[src/rtl/imem_loader.sv]
// ---------------------------------------------------------------------------
// imem_loader
//
// Boot-time instruction-memory loader. Consumes a byte stream made of a
// 16-bit big-endian word count followed by that many big-endian 32-bit
// instruction words. Each assembled word is written into instruction memory
// at consecutive word addresses starting from 0. Once the load completes, the
// loader releases the CPU by raising cpu_run. A header count larger than the
// memory depth is rejected: the loader raises error and performs no writes.
//
// Ports
//   clock       : single clock, rising edge
//   reset_n     : asynchronous active-low reset
//   byte_valid  : upstream offers byte_data this cycle
//   byte_data   : load stream byte
//   byte_ready  : loader accepts a byte this cycle (transfer = valid && ready)
//   restart     : begin a new load; only honoured in DONE or ERROR
//   imem_we     : instruction-memory write strobe (one cycle per word)
//   imem_addr   : instruction-memory word address
//   imem_wdata  : instruction word to write
//   cpu_run     : high releases the CPU to fetch
//   busy        : a load is in progress
//   error       : header word count exceeded memory depth
// ---------------------------------------------------------------------------
module imem_loader #(
    parameter int ADDR_WIDTH = 8
) (
    input  logic                  clock,
    input  logic                  reset_n,
    input  logic                  byte_valid,
    input  logic [7:0]            byte_data,
    output logic                  byte_ready,
    input  logic                  restart,
    output logic                  imem_we,
    output logic [ADDR_WIDTH-1:0] imem_addr,
    output logic [31:0]           imem_wdata,
    output logic                  cpu_run,
    output logic                  busy,
    output logic                  error
);

    typedef enum logic [2:0] {
        ST_IDLE   = 3'd0,
        ST_HDR_HI = 3'd1,
        ST_HDR_LO = 3'd2,
        ST_DATA   = 3'd3,
        ST_WRITE  = 3'd4,
        ST_DONE   = 3'd5,
        ST_ERROR  = 3'd6
    } state_t;

    // Depth is held in 17 bits so that a full 16-bit count can be compared
    // against it even when ADDR_WIDTH is 16.
    localparam logic [16:0]           DEPTH     = 17'd1 << ADDR_WIDTH;
    localparam logic [ADDR_WIDTH-1:0] ADDR_ZERO = {ADDR_WIDTH{1'b0}};
    localparam logic [ADDR_WIDTH-1:0] ADDR_ONE  = {{(ADDR_WIDTH-1){1'b0}}, 1'b1};

    state_t                  r_state;
    logic [7:0]              r_count_hi;
    logic [15:0]             r_remaining;
    logic [ADDR_WIDTH-1:0]   r_word_idx;
    logic [1:0]              r_byte_idx;
    logic [31:0]             r_word;

    logic                    r_byte_ready;
    logic                    r_imem_we;
    logic [ADDR_WIDTH-1:0]   r_imem_addr;
    logic [31:0]             r_imem_wdata;
    logic                    r_cpu_run;
    logic                    r_busy;
    logic                    r_error;

    logic                    w_xfer;
    logic [15:0]             w_count;
    logic                    w_count_too_big;
    logic [31:0]             w_word_next;

    assign w_xfer          = byte_valid && r_byte_ready;
    assign w_count         = {r_count_hi, byte_data};
    assign w_count_too_big = ({1'b0, w_count} > DEPTH);
    // First byte of a word ends up in bits 31:24 after four shifts.
    assign w_word_next     = {r_word[23:0], byte_data};

    assign byte_ready = r_byte_ready;
    assign imem_we    = r_imem_we;
    assign imem_addr  = r_imem_addr;
    assign imem_wdata = r_imem_wdata;
    assign cpu_run    = r_cpu_run;
    assign busy       = r_busy;
    assign error      = r_error;

    // Loader FSM: state, datapath and all registered outputs.
    always_ff @(posedge clock or negedge reset_n) begin
        if (!reset_n) begin
            r_state      <= ST_IDLE;
            r_count_hi   <= 8'd0;
            r_remaining  <= 16'd0;
            r_word_idx   <= ADDR_ZERO;
            r_byte_idx   <= 2'd0;
            r_word       <= 32'd0;
            r_byte_ready <= 1'b0;
            r_imem_we    <= 1'b0;
            r_imem_addr  <= ADDR_ZERO;
            r_imem_wdata <= 32'd0;
            r_cpu_run    <= 1'b0;
            r_busy       <= 1'b0;
            r_error      <= 1'b0;
        end else begin
            case (r_state)
                ST_IDLE: begin
                    r_state      <= ST_HDR_HI;
                    r_byte_ready <= 1'b1;
                    r_busy       <= 1'b1;
                end

                ST_HDR_HI: begin
                    if (w_xfer) begin
                        r_count_hi <= byte_data;
                        r_state    <= ST_HDR_LO;
                    end
                end

                ST_HDR_LO: begin
                    if (w_xfer) begin
                        if (w_count == 16'd0) begin
                            r_state      <= ST_DONE;
                            r_byte_ready <= 1'b0;
                            r_busy       <= 1'b0;
                            r_cpu_run    <= 1'b1;
                        end else if (w_count_too_big) begin
                            r_state      <= ST_ERROR;
                            r_byte_ready <= 1'b0;
                            r_busy       <= 1'b0;
                            r_error      <= 1'b1;
                        end else begin
                            r_state     <= ST_DATA;
                            r_remaining <= w_count;
                            r_word_idx  <= ADDR_ZERO;
                            r_byte_idx  <= 2'd0;
                        end
                    end
                end

                ST_DATA: begin
                    if (w_xfer) begin
                        r_word     <= w_word_next;
                        r_byte_idx <= r_byte_idx + 2'd1;
                        if (r_byte_idx == 2'd3) begin
                            // Strobe is registered here so it is high for
                            // exactly the one cycle spent in WRITE.
                            r_state      <= ST_WRITE;
                            r_byte_ready <= 1'b0;
                            r_imem_we    <= 1'b1;
                            r_imem_addr  <= r_word_idx;
                            r_imem_wdata <= w_word_next;
                        end
                    end
                end

                ST_WRITE: begin
                    r_imem_we   <= 1'b0;
                    r_word_idx  <= r_word_idx + ADDR_ONE;
                    r_remaining <= r_remaining - 16'd1;
                    // Termination uses the remaining count rather than the
                    // index, so a full-depth load whose index wraps to 0
                    // still stops after the last word.
                    if (r_remaining == 16'd1) begin
                        r_state   <= ST_DONE;
                        r_busy    <= 1'b0;
                        r_cpu_run <= 1'b1;
                    end else begin
                        r_state      <= ST_DATA;
                        r_byte_ready <= 1'b1;
                    end
                end

                ST_DONE, ST_ERROR: begin
                    if (restart) begin
                        r_state      <= ST_HDR_HI;
                        r_byte_ready <= 1'b1;
                        r_busy       <= 1'b1;
                        r_cpu_run    <= 1'b0;
                        r_error      <= 1'b0;
                        r_word_idx   <= ADDR_ZERO;
                        r_byte_idx   <= 2'd0;
                    end
                end

                default: begin
                    r_state      <= ST_IDLE;
                    r_byte_ready <= 1'b0;
                    r_imem_we    <= 1'b0;
                    r_cpu_run    <= 1'b0;
                    r_busy       <= 1'b0;
                    r_error      <= 1'b0;
                end
            endcase
        end
    end

endmodule

[config.mk]
export PLATFORM = sky130hd
export DESIGN_NAME = imem_loader
export DESIGN_NICKNAME = d
export VERILOG_FILES = /design/src/rtl/imem_loader.sv
export SDC_FILE = /design/constraint.sdc
export NUM_CORES = 1
export LEC_CHECK = 0
export ABC_AREA = 1
export BUFFER_PORTS_ARGS = -buffer_cell sky130_fd_sc_hd__buf_2
export CORE_AREA = 2 2 93 95
export DETAILED_ROUTE_END_ITERATION = 6
export DIE_AREA = 0 0 95 97
export PLACE_DENSITY = 0.91
export SETUP_SLACK_MARGIN = 0.05
export SYNTH_ARGS = -nofsm -noshare
export SYNTH_HDL_FRONTEND = slang
export SYNTH_SLANG_ARGS = --single-unit
export TNS_END_PERCENT = 20
[constraint.sdc]
create_clock -name clock -period 2.99 [get_ports clock]
set_clock_uncertainty 0.2 [all_clocks]
set_input_delay 0.598 -clock clock [delete_from_list [all_inputs] [get_ports clock]]
set_output_delay 0.598 -clock clock [all_outputs]
set_load 0.005 [all_outputs]
=== Word-level counts from Yosys, hierarchy flattened ===
Index checks and enable logic that the tools add are counted.

* Register bits: 106
* Logic and storage cells: 111

* $add $sub $neg: 3
* Order comparisons: 1
* Eq/ne operators: 20
* Mux-type cells: 46
* Bitwise operators: 5
* Reduce and logical (&&, ||, !) cells: 23

{| class="wikitable"
|+ Operator list
! kind !! number
|-
| two-way mux 16 bit || 3
|-
| two-way mux 8 bit || 4
|-
| one-hot mux 16 bit (2 select lines) || 1
|-
| AND reduction 5 bit || 5
|-
| two-way mux 3 bit || 8
|-
| one-hot mux 8 bit (3 select lines) || 1
|-
| != test 2 bit (second input constant) || 11
|-
| one-hot mux 3 bit (6 select lines) || 1
|-
| two-way mux 1 bit || 17
|-
| equality test 16 x 1 -> 1 bit (second input constant) || 1
|-
| > comparator 16 x 9 -> 1 bit (second input constant) || 1
|-
| zero test 16 bit || 1
|-
| subtractor 16 x 1 -> 16 bit (second input constant) || 1
|-
| two-way mux 2 bit || 5
|-
| equality test 3 bit (second input constant) || 3
|-
| adder 8 x 1 -> 8 bit (second input constant) || 1
|-
| AND reduction 7 bit || 1
|-
| equality test 3 x 2 -> 1 bit (second input constant) || 2
|-
| one-hot mux 1 bit (6 select lines) || 1
|-
| one-hot mux 2 bit (3 select lines) || 1
|-
| AND reduction 3 bit || 2
|-
| AND reduction 6 bit || 1
|-
| nonzero test 3 bit || 2
|-
| NOT 1 bit || 5
|-
| 17 further kinds || 19
|}

=== Depth between registers and ports, before layout ===
Gate-level depths: netlist (run 1).

* Depth after elaboration: 5
* Gate-level depth with buffers: 11
* Depth with buffers taken out: 11

=== Worst setup path after synthesis (run 1) ===
No wires, ideal clock.

* Kind: input-to-reg
* Start: input port byte_valid
* End: register r_imem_addr[0] (netlist: imem_addr[0])
* Library setup time: 0.125 ns
* Arrival: 1.536 ns
* Required time: 2.665 ns
* Path slack: 1.129 ns
* Cell stages on the path: 5
* Path through: nand2_1 -> o21ai_2 -> nand2_4 -> buf_8 -> mux2_4

* Cells in the longest elaborated chain, start to end: 2

{| class="wikitable"
|+ Ends and longest elaborated chain
! item !! RTL line !! source
|-
| start: declaration || 30 || <nowiki>input logic byte_valid,</nowiki>
|-
| logical AND 1 bit || 78 || <nowiki>assign w_xfer = byte_valid && r_byte_ready;</nowiki>
|-
| AND reduction 3 bit (no line) || n/a ||
|-
| end signal: assignment || 154 || <nowiki>r_imem_addr <= r_word_idx;</nowiki>
|-
| end: declaration || 67 || <nowiki>logic [ADDR_WIDTH-1:0] r_imem_addr;</nowiki>
|}

Every way passes these cells.
A chain may end at the register's enable or synchronous reset.

=== Final worst setup path (run 1) ===
* Start: register r_state[0]
* End: register r_imem_wdata[24] (netlist: imem_wdata[24])

* Cells in the longest elaborated chain, start to end: 2

{| class="wikitable"
|+ Ends and longest elaborated chain
! item !! RTL line !! source
|-
| start: declaration || 58 || <nowiki>state_t r_state;</nowiki>
|-
| start signal: assignment || 95 || <nowiki>r_state <= ST_IDLE;</nowiki>
|-
| start signal: assignment || 111 || <nowiki>r_state <= ST_HDR_HI;</nowiki>
|-
| start signal: assignment || 119 || <nowiki>r_state <= ST_HDR_LO;</nowiki>
|-
| equality test 3 x 2 -> 1 bit || 109 || <nowiki>case (r_state)</nowiki>
|-
| AND reduction 3 bit (no line) || n/a ||
|-
| end signal: assignment || 155 || <nowiki>r_imem_wdata <= w_word_next;</nowiki>
|-
| end: declaration || 68 || <nowiki>logic [31:0] r_imem_wdata;</nowiki>
|}

Every way passes these cells.

==> results of run 1 <==
## cells in the final DEF (no fill, tap or decap), drive strengths merged
master | netlist | routed
o21bai | 1 | 1
a31oi | 1 | 1
ha | 4 | 4
o21ai | 98 | 98
xnor2 | 1 | 1
nand3 | 35 | 35
nand2 | 181 | 181
dlygate4sd3 | 0 | 1
mux2 | 8 | 8
a22oi | 1 | 1
dfrtp | 106 | 106
inv | 70 | 74
xor2 | 1 | 1
o31ai | 1 | 1
nor2 | 57 | 57
nand4 | 8 | 8
or2 | 2 | 2
clkinvlp | 0 | 1
buf | 15 | 59
clkinv | 0 | 2
clkbuf | 2 | 9
a21oi | 7 | 7
## flip-flops by register name (all words and copies together), names as in the netlist, 2 cells and up
signal / cells
imem_wdata: 32
r_word: 24
r_remaining: 16
imem_addr: 8
r_count_hi: 8
r_word_idx: 8
r_state: 3
r_byte_idx: 2
## cell type report
cell class / instances / area [µm²]
multi-input cells: 406 / 2040
flip-flops and latches: 106 / 2650
fillers: 591 / 2510
clock buffers: 9 / 124
inverters: 70 / 268
repair buffers: 60 / 328
clock inverters: 7 / 80.1
well taps: 105 / 131
## through the flow
stage	total power, W	instance area, µm²	cells	util, %
2_1_floorplan	0.00429	5100	599	-
3_3_place_gp	0.00484	5410	746	66.5
3_5_place_dp	0.00501	5410	746	66.5
4_1_cts	0.00591	5630	763	69.2
5_1_grt	0.00640	5630	763	69.2
6_report	0.00591	5630	763	69.2
## worst max path at each step
stage,cells past startpoint,to,startpoint,slack [ps]
floorplan,5,imem_addr[0]$_DFFE_PN0P_,byte_valid,1130
global placement,5,imem_wdata[24]$_DFFE_PN0P_,byte_valid,690
detailed placement,5,imem_wdata[24]$_DFFE_PN0P_,byte_valid,640
CTS,5,imem_wdata[24]$_DFFE_PN0P_,r_state[0]$_DFFE_PN0P_,790
global route,7,r_remaining[8]$_DFFE_PN0P_,r_state[0]$_DFFE_PN0P_,630
finish,5,imem_wdata[24]$_DFFE_PN0P_,r_state[0]$_DFFE_PN0P_,770
## layer usage
| metal | wire, µm | vias to the layer above | share of wire, % | GRT usage, % |
|---|---|---|---|---|
| li1 | - | 2026 | - | - |
| met1 | 4730 | 2019 | 43 | 33.5 |
| met2 | 5570 | 134 | 50 | 42.9 |
| met3 | 570 | 18 | 5.2 | 4.13 |
| met4 | 172 | 0 | 1.6 | 7.13 |
| met5 | 0 | - | 0 | 0 |
## cell families (layout without fill, tap and decap cells)
kind of cell,count (synthesis),after routing,synth area share (%)
and+or+nand+nor,283,283,24.6
muxes,8,8,2.14
buffers and inverters,87,146,7.88
adders and majority gates,4,4,0.982
DFF,106,106,52.0
xor gates and xnor gates,2,2,0.344
AOI/OAI and AO/OA,109,109,12.1
## what timing repair did
| action | in CTS | in global routing |
|---|---|---|
| setup buffers | 0 | 0 |
| resized for setup | 0 | 0 |
| endpoints found under the hold margin | 4 | 0 |
| hold buffers | 1 | 0 |
## power by group through the flow
stage	registers [W]	logic, W	clock network, W
floorplan	0.00245	0.00184	0
global placement	0.00247	0.00236	0
detailed placement	0.00251	0.00250	0
CTS	0.00249	0.00252	0.000909
global route	0.00257	0.00287	0.000960
finish	0.00250	0.00251	0.000899
## tightest hold or removal path: cells and delay by family
family                 cells  cell delay, ps
buffers and inverters      1             100
and+or+nand+nor            1              50
AOI/OAI and AO/OA          1              60
==> metrics, run 1 <==
ys flop type=dfrtp_1; Setup Crit Path Kind=reg -> reg; Avg Cell Area, Syn=8.51 µm²; critical path's slowest cell=nand2_4; Die Ht=about 97 µm; switching share of power=roughly 43%; CTS sink cnt=106; CTS buffer count=9; DP HPWL=between 7000 and 8000 µm; Mapped Cells=between 500 and 600; vias in the first global route=~4100; DIE WIDTH=between 90 and 100 µm; RSZ-0062 raised after global routing=no; initial antenna violation count=0; post-synth top area share=52.0%; Switch Pwr=0.00255 W; DR WL/cell=14.5 µm; CP Data Arrival Time=~2300 ps; Reg power frac=between 40% and 50%; Async SR Flop Fraction=100%; Placeable Area=0.00813 mm²; DR vias/cell=about 5.5; first-pass GRT wire length=18500 µm; post-route ant nets=0; relative slew slack=51.2%; n_diodes=0; slew at the pin closest to its max-slew limit=roughly 730 ps; FF-to-FF setup slack=a little under 800 ps; distinct cell type count after synthesis=36; Leak Pwr=2.92 nW; post-layout worst setup margin=a little under 800 ps; YS warnings=0; setup TNS=0 ps; Worst setup SP type=flip-flop; Comb power frac=between 40% and 50%; Setup violations, final=0; crit path cell chain=nand2_2, nor2_4, o21ai_2, nand2_4, mux2_2; clock tree root buffer cell=clkbuf_8; htree depth=3; Hold Crit Depth=3; pre-CTS setup slack=between 600 and 700 ps; netlist area before placement=slightly above 0.005 mm²; CP top delay family=simple AND/OR/NAND/NOR gates; Pre-antenna DRT Iters=5; Syn-to-layout area delta=10.4%; Max stage delay on crit path=between 500 and 600 ps; top cells by count, synth=nand2_1 (171), dfrtp_1 (106), o21ai_0 (81); Routability Congestion=0.960; DRT iter0 DRCs=341; CTS tree=yes; Min-Delay Startpoint=byte_data[4]; RR Startpoint=r_state[0]$_DFFE_PN0P_; worst-path fanout max=73; row count=33; Initial Util=62.7%; WHS=~260 ps; Synth area leaders=dfrtp_1 (52%), nand2_1 (13%), o21ai_0 (8.0%); final worst-path cycle share=74.1%; Worst Setup End Kind=flip-flop; Slew Viols, Final=0; largest net degree at the start of global routing=74; biggest area consumer among synthesized cells=dfrtp_1; maximum vdd drop=0.683 mV; Ports=57; HP Class=in -> reg; Clock Latency Late Sink=390 ps; share of layout cells above drive strength 1=19.3%; Period minus WS final=2220 ps; P_int=roughly 0.0034 W; GRT Residual Overflow=0; Worst EP required=3080 ps; Port Buffers=56; Clock power frac=15.2%; GRT Total Usage=25.3%; Worst Path Buf+Inv=0; sequential cell area fraction in the yosys report=52.0%; FMAX=451 MHz; routed vias=4197; Longest Clk Path Bufs=2; max cap viols=0; nets=between 600 and 700; run status=finished clean; count leader, synth=nand2_1; cell area power density=1050 mW/mm²; RR Endpoint=imem_wdata[24]$_DFFE_PN0P_; Post-Syn Nets=just over 600; Post-Route WL=11000 µm; synthesized flop and latch total=106; Reg2Reg Depth=5; full die area=0.00922 mm²; number of synthesized flops with an enable pin=0; WHS Endpoint=r_word[4]$_DFFE_PN0P_; residual DRC count=0; Fin. Hold Viols=0; clock slew at reported path FFs=120 ps
No activity file was read; power rests on OpenSTA's default activity.
==> run 2, diff against run 1 <==
CORE_AREA = 2 2 102 104   (was 2 2 93 95)
DIE_AREA = 0 0 104 106   (was 0 0 95 97)
PLACE_DENSITY = 0.81   (was 0.91)
clock period = 1.8 ns   (was 2.99 ns; I/O delays follow)
==> run 2 against run 1 <==
Hold slack worse by 230 ps. Die area rose by 20%. First-iteration DRC count decreased by 21%. Sequential share of layout area decreased by 3.9 points. Critical endpoint unchanged. Maximum frequency rose by 25%. Power grew 81%. Highest routed layer unchanged.
==> metrics, run 2 (synthesized netlist as in run 1, its figures left out) <==
Worst Path Buf+Inv=2 (+2); Worst setup SP type=flip-flop; max cap viols=0 (unchanged); row count=37 (+12%); register area=0.00266 mm² (about the same); RSZ-0062 raised after global routing=yes; clock slew at reported path FFs=110 ps (about the same); Worst EP required=1880 ps (-1200 ps); GRT Total Usage=21.4% (-3.9 points); Pre-antenna DRT Iters=5 (unchanged); DR vias/cell=5.28 (-4.0%); full die area=0.0110 mm² (+20%); share of layout cells above drive strength 1=28.4% (+9.1 points); Switch Pwr=0.00456 W (+79%); Fin. Hold Viols=0 (unchanged); Setup violations, final=0 (unchanged); P_int=0.00611 W (+82%); Placed Instances=793 (+6.3%); HP Class=in -> reg; CP top delay family=flip-flops; WHS=26.3 ps (-231 ps); DR WL/cell=14.4 µm (-0.76%); Comb power frac=46.2% (+3.7 points); Ports=57 (unchanged); CTS tree=yes; Setup Crit Path Kind=reg -> reg; nets=702 (+4.9%); Die Ht=106 µm (+9.3%); slew at the pin closest to its max-slew limit=383 ps (-349 ps); Filler Cells Inserted=841 (+42%); initial antenna violation count=0 (unchanged); Longest Clk Path Bufs=2 (unchanged); Reg power frac=38.9% (-3.4 points); n_diodes=0 (unchanged); most frequent cells in the layout=nand2_1 (165), dfrtp_1 (104), o21ai_0 (74), inv_1 (59), buf_2 (55); Leak Pwr=3.12 nW (+6.8%); Slew Viols, Final=0 (unchanged); area of the multi-input gates=0.00222 mm² (+8.8%); maximum vdd drop=0.795 mV (+16%); first-pass GRT wire length=19200 µm (+3.9%); Post-Route WL=11900 µm (+7.6%); routed vias=4365 (+4.0%); Final Non-Filler Cells=827 (+8.4%); DP HPWL=7940 µm (+1.1%); Syn-to-layout area delta=20.3%; DIE WIDTH=104 µm (+9.5%); switching share of power=42.7% (-0.48 points); clock tree root buffer cell=clkbuf_8; DRT iter0 DRCs=270 (-21%); htree depth=3 (unchanged); run status=finished clean; Worst Setup End Kind=flip-flop; Routability Congestion=0.848 (-12%); FMAX=563 MHz (+25%); CTS buffer count=9 (unchanged); max FFs per register=32 (unchanged); Placeable Area=0.0100 mm² (+23%); Max stage delay on crit path=390 ps (-160 ps); post-route ant nets=0 (unchanged); GRT Residual Overflow=0 (unchanged); crit path cell chain=ha_2, inv_2, o21ai_4, nand2_4, buf_6, mux2_4; Clock power frac=14.9% (-0.3 points); Clock Latency Late Sink=380 ps (about the same); largest net degree at the start of global routing=35 (-53%); commonest non-fill, non-tap cell in the layout=nand2_1; residual DRC count=0 (unchanged); cell area power density=1740 mW/mm² (+66%); final worst-path cycle share=98.7% (+25 points); CTS sink cnt=106 (unchanged); Period minus WS final=1780 ps (-439 ps); CP Data Arrival Time=1860 ps (-450 ps); vias in the first global route=4073 (+0.37%); Port Buffers=56 (unchanged); critical path's slowest cell=dfrtp_1; worst-path fanout max=4 (-95%); relative slew slack=74.5% (+23 points); Initial Util=51.0% (-12 points)
[run 2: changes by cell type in the layout (fill, tap and decap cells not counted), sizes merged]
cell,change
buf,+29
bufinv,+1
clkinv,+2
clkinvlp,-1
inv,-2
nand2,+3
nor2,+1
[run 2: what timing repair did]
action / in CTS / in global routing
setup buffers: 3 / 10
setup endpoints to repair: 40 / 81
pin swaps: 3 / 18
gates resized for setup: 4 / 57
gates cloned: 2 / 2
hold buffers: 1 / 0
hold endpoints to repair: 21 / 0
[run 2: metrics by stage]
stage               setup TNS [ps]  worst slack (ps)  utilization [%]  total power [W]  instance area [µm²]
global route                  -822             -64.5             61.3           0.0115                 6130
detailed placement           -1890              -133             56.0          0.00843                 5600
CTS                              0              18.6             58.8           0.0101                 5880
floorplan                        0               138                -          0.00712                 5100
global placement             -72.3             -10.5             56.0          0.00818                 5600
finish                           0              22.8             61.3           0.0107                 6130
[run 2: final timing paths]
check	slack, ps	endpoint	cells past startpoint	startpoint
setup / recovery	20	imem_wdata[24]$_DFFE_PN0P_	6	r_byte_idx[1]$_DFFE_PN0P_
hold / removal	30	r_word[3]$_DFFE_PN0P_	3	byte_data[3]
setup reg to reg	20	imem_wdata[24]$_DFFE_PN0P_	6	r_byte_idx[1]$_DFFE_PN0P_
hold reg to reg	290	r_remaining[14]$_DFFE_PN0P_	2	r_remaining[14]$_DFFE_PN0P_
max in group asynchronous	570	imem_wdata[0]$_DFFE_PN0P_	3	reset_n
min in group asynchronous	230	imem_wdata[11]$_DFFE_PN0P_	2	reset_n
[run 2: area by class of cell]
class                      count  share of cell area (%)
clock inverter                 7                    1.55
inverter                      70                    4.39
timing repair buffer          89                    9.75
multi-input combinational    410                    36.2
clock buffer                   9                    2.02
tap                          136                    2.77
sequential                   106                    43.3
[run 2: power by group through the flow]
stage	clock network, W	registers (W)	logic, W
CTS	0.00161	0.00411	0.00441
finish	0.00159	0.00415	0.00493
floorplan	0	0.00407	0.00305
global route	0.00172	0.00427	0.00554
detailed placement	0	0.00416	0.00427
global placement	0	0.00409	0.00409
[run 2: worst min-delay path, cell delays in order]
cell     delay, ps
buf_2          110
nand2_2         50
o21ai_1         60
[run 2: routing by layer]
| metal | part of all wire [%] | vias up | global-route usage [%] |
|---|---|---|---|
| li1 | - | 2092 | - |
| met1 | 44 | 2106 | 29.4 |
| met2 | 49 | 144 | 34.4 |
| met3 | 5.0 | 23 | 2.70 |
| met4 | 1.7 | 0 | 9.17 |
| met5 | 0 | - | 0 |
==> run 3, diff against run 2 <==
ABC_CLOCK_PERIOD_IN_PS = 1800   (was default)
CTS_BUF_LIST = sky130_fd_sc_hd__clkbuf_16   (was default)
==> run 3 against run 2 <==
The flow now finishes with violations (negative setup slack). Sequential power up 1%. Worst setup slack lost 90 ps. Critical path depth up 3. Design area grew 2.5%. Sequential share of layout area decreased by 1.1 points. Utilization grew 1.5 points. Hold slack better by 34 ps. First-iteration DRC count fell by 1.1%. Via count up 0.94%. Power increased by 6.2%. Sequential cell count did not move. Critical endpoint is now r_byte_idx[1]$_DFFE_PN0P_. Highest routed layer unchanged.
==> metrics, run 3 (synthesized netlist as in run 1, its figures left out) <==
register area=0.00266 mm² (unchanged); largest net degree at the start of global routing=35 (unchanged); initial antenna violation count=0 (unchanged); Reg2Reg Depth=9 (+3); Longest Clk Path Bufs=2 (unchanged); DR WL/cell=14.8 µm (+2.8%); final instance area=0.00629 mm² (+2.5%); post-layout worst setup margin=-67.6 ps (-90.4 ps); Die Ht=106 µm (unchanged); Clock power frac=18.3% (+3.4 points); slew at the pin closest to its max-slew limit=376 ps (-6.54 ps); vias in the first global route=4156 (+2.0%); first-pass GRT wire length=19400 µm (+1.4%); DIE WIDTH=104 µm (unchanged); CP top delay family=simple AND/OR/NAND/NOR gates; Routability Congestion=0.848 (unchanged); FMAX=535 MHz (-4.8%); Clock Latency Late Sink=350 ps (-30 ps); commonest non-fill, non-tap cell in the layout=nand2_1; most frequent cells in the layout=nand2_1 (154), dfrtp_1 (104), o21ai_0 (73), inv_1 (55), buf_2 (55); share of layout cells above drive strength 1=30.5% (+2.2 points); FF-to-FF setup slack=-70 ps (-90 ps); Placed Instances=793 (unchanged); clock slew at reported path FFs=80 ps (-30 ps); switching share of power=41.8% (-0.89 points); RSZ-0062 raised after global routing=yes; Pre-antenna DRT Iters=4 (-1); Final Util=62.9% (+1.5 points); cell area power density=1800 mW/mm² (+3.6%); maximum vdd drop=0.827 mV (+4.0%); area of the multi-input gates=0.00227 mm² (+2.1%); max FFs per register=32 (unchanged); max cap viols=0 (unchanged); Port Buffers=56 (unchanged); CTS buffer count=9 (unchanged); DP HPWL=7940 µm (unchanged); DR vias/cell=5.33 (+0.94%); Worst Setup End Kind=flip-flop; Initial Util=51.0% (unchanged); nets=702 (unchanged); RR Endpoint=r_byte_idx[1]$_DFFE_PN0P_; residual DRC count=0 (unchanged); clock tree root buffer cell=clkbuf_16; routed vias=4406 (+0.94%); row count=37 (unchanged); CTS tree=yes; Setup violations, final=2 (+2); WHS Endpoint=r_word[3]$_DFFE_PN0P_; setup TNS=-93.0 ps (-93.0 ps); Ports=57 (unchanged); DRT iter0 DRCs=267 (-1.1%); most frequent CP cell=nand2_1; post-route ant nets=0 (unchanged); crit path cell chain=nand2_2, nand2_1, nor2_2, nand2_2, nand2_1, nor2_2, nand4_1, nand2_1, nand2_1; Fin. Hold Viols=0 (unchanged); n_diodes=0 (unchanged); Min-Delay Startpoint=byte_data[3]; failing checks=negative setup slack; worst-path fanout max=8 (+4); GRT Residual Overflow=0 (unchanged); Leak Pwr=3.16 nW (+1.4%); Filler Cells Inserted=794 (-5.6%); Worst EP required=1840 ps (-40 ps); Reg power frac=37.0% (-1.9 points); Switch Pwr=0.00474 W (+4.0%); run status=finished with violations; Placed Area=0.00560 mm² (unchanged); Slew Viols, Final=0 (unchanged); critical path's slowest cell=dfrtp_1; GRT Total Usage=21.7% (+0.36 points); Worst setup SP type=flip-flop; HP Class=in -> reg; RR Startpoint=r_state[1]$_DFFE_PN0P_; CTS sink cnt=106 (unchanged); Comb power frac=44.7% (-1.5 points); Hold Crit Depth=3 (unchanged); Period minus WS final=1870 ps (+90.4 ps); CP Data Arrival Time=1910 ps (+50 ps); Worst Path Buf+Inv=0 (-2); Syn-to-layout area delta=23.3%; htree depth=3 (unchanged); relative slew slack=74.9% (+0.44 points); Max stage delay on crit path=410 ps (+20 ps); full die area=0.0110 mm² (unchanged); final worst-path cycle share=104% (+5.0 points); P_int=0.00659 W (+7.8%); Setup Crit Path Kind=reg -> reg; Final Non-Filler Cells=827 (unchanged); Pwr Total=0.0113 W (+6.2%); Post-Route WL=12200 µm (+2.8%); Placeable Area=0.0100 mm² (unchanged)
## run 3: power groups by stage
stage	Clock [W]	Sequential (W)	Combinational [W]
2_1_floorplan	0	0.00407	0.00305
3_3_place_gp	0	0.00409	0.00409
3_5_place_dp	0	0.00416	0.00427
4_1_cts	0.00210	0.00412	0.00442
5_1_grt	0.00221	0.00430	0.00568
6_report	0.00207	0.00419	0.00507
## run 3: layer usage
| metal | GRT usage, % | vias to the layer above | part of all wire [%] |
|---|---|---|---|
| li1 | - | 2097 | - |
| met1 | 29.6 | 2114 | 43 |
| met2 | 35.6 | 169 | 49 |
| met3 | 2.94 | 26 | 5.6 |
| met4 | 8.59 | 0 | 2.5 |
| met5 | 0 | - | 0 |
## run 3: timing repair
action,4_1_cts,5_1_grt
gates resized for setup,4,78
hold endpoints to repair,21,0
hold buffers,1,0
setup endpoints to repair,39,84
cloned,2,2
setup buffers,3,10
pin swaps,3,27
## run 3: worst max path at each step
stage / slack [ps] / depth (start not counted) / to / startpoint
finish: -70 / 9 / r_byte_idx[1]$_DFFE_PN0P_ / r_state[1]$_DFFE_PN0P_
global placement: -10 / 9 / r_word_idx[4]$_DFFE_PN0P_ / byte_data[6]
floorplan: 140 / 6 / imem_addr[0]$_DFFE_PN0P_ / r_state[0]$_DFFE_PN0P_
CTS: 20 / 9 / r_remaining[6]$_DFFE_PN0P_ / r_remaining[0]$_DFFE_PN0P_
detailed placement: -130 / 9 / r_word_idx[4]$_DFFE_PN0P_ / byte_data[6]
global route: -120 / 8 / r_byte_idx[1]$_DFFE_PN0P_ / r_state[1]$_DFFE_PN0P_
## run 3: worst reg2reg max path: stages, from the launching register on
cell     delay, ps
dfrtp_1        410
nand2_2        100
nand2_1        140
nor2_2          70
nand2_2        160
nand2_1        110
nor2_2         160
nand4_1        210
nand2_1        140
nand2_1         60
## run 3: final cells by class
class,count,share of cell area [%]
flip-flops and latches,106,42.2
clock buffers,9,3.58
clock inverters,7,1.51
inverters,70,4.34
repair buffers,89,9.51
well taps,136,2.71
multi-input cells,410,36.1
## run 3: stage by stage
step	hold slack, ps	worst slack [ps]
after global routing	84.9	-120
after floorplan	-136	138
after CTS	54.7	20.8
after detailed placement	99.9	-133
final	60.6	-67.6
after global placement	93.9	-10.5
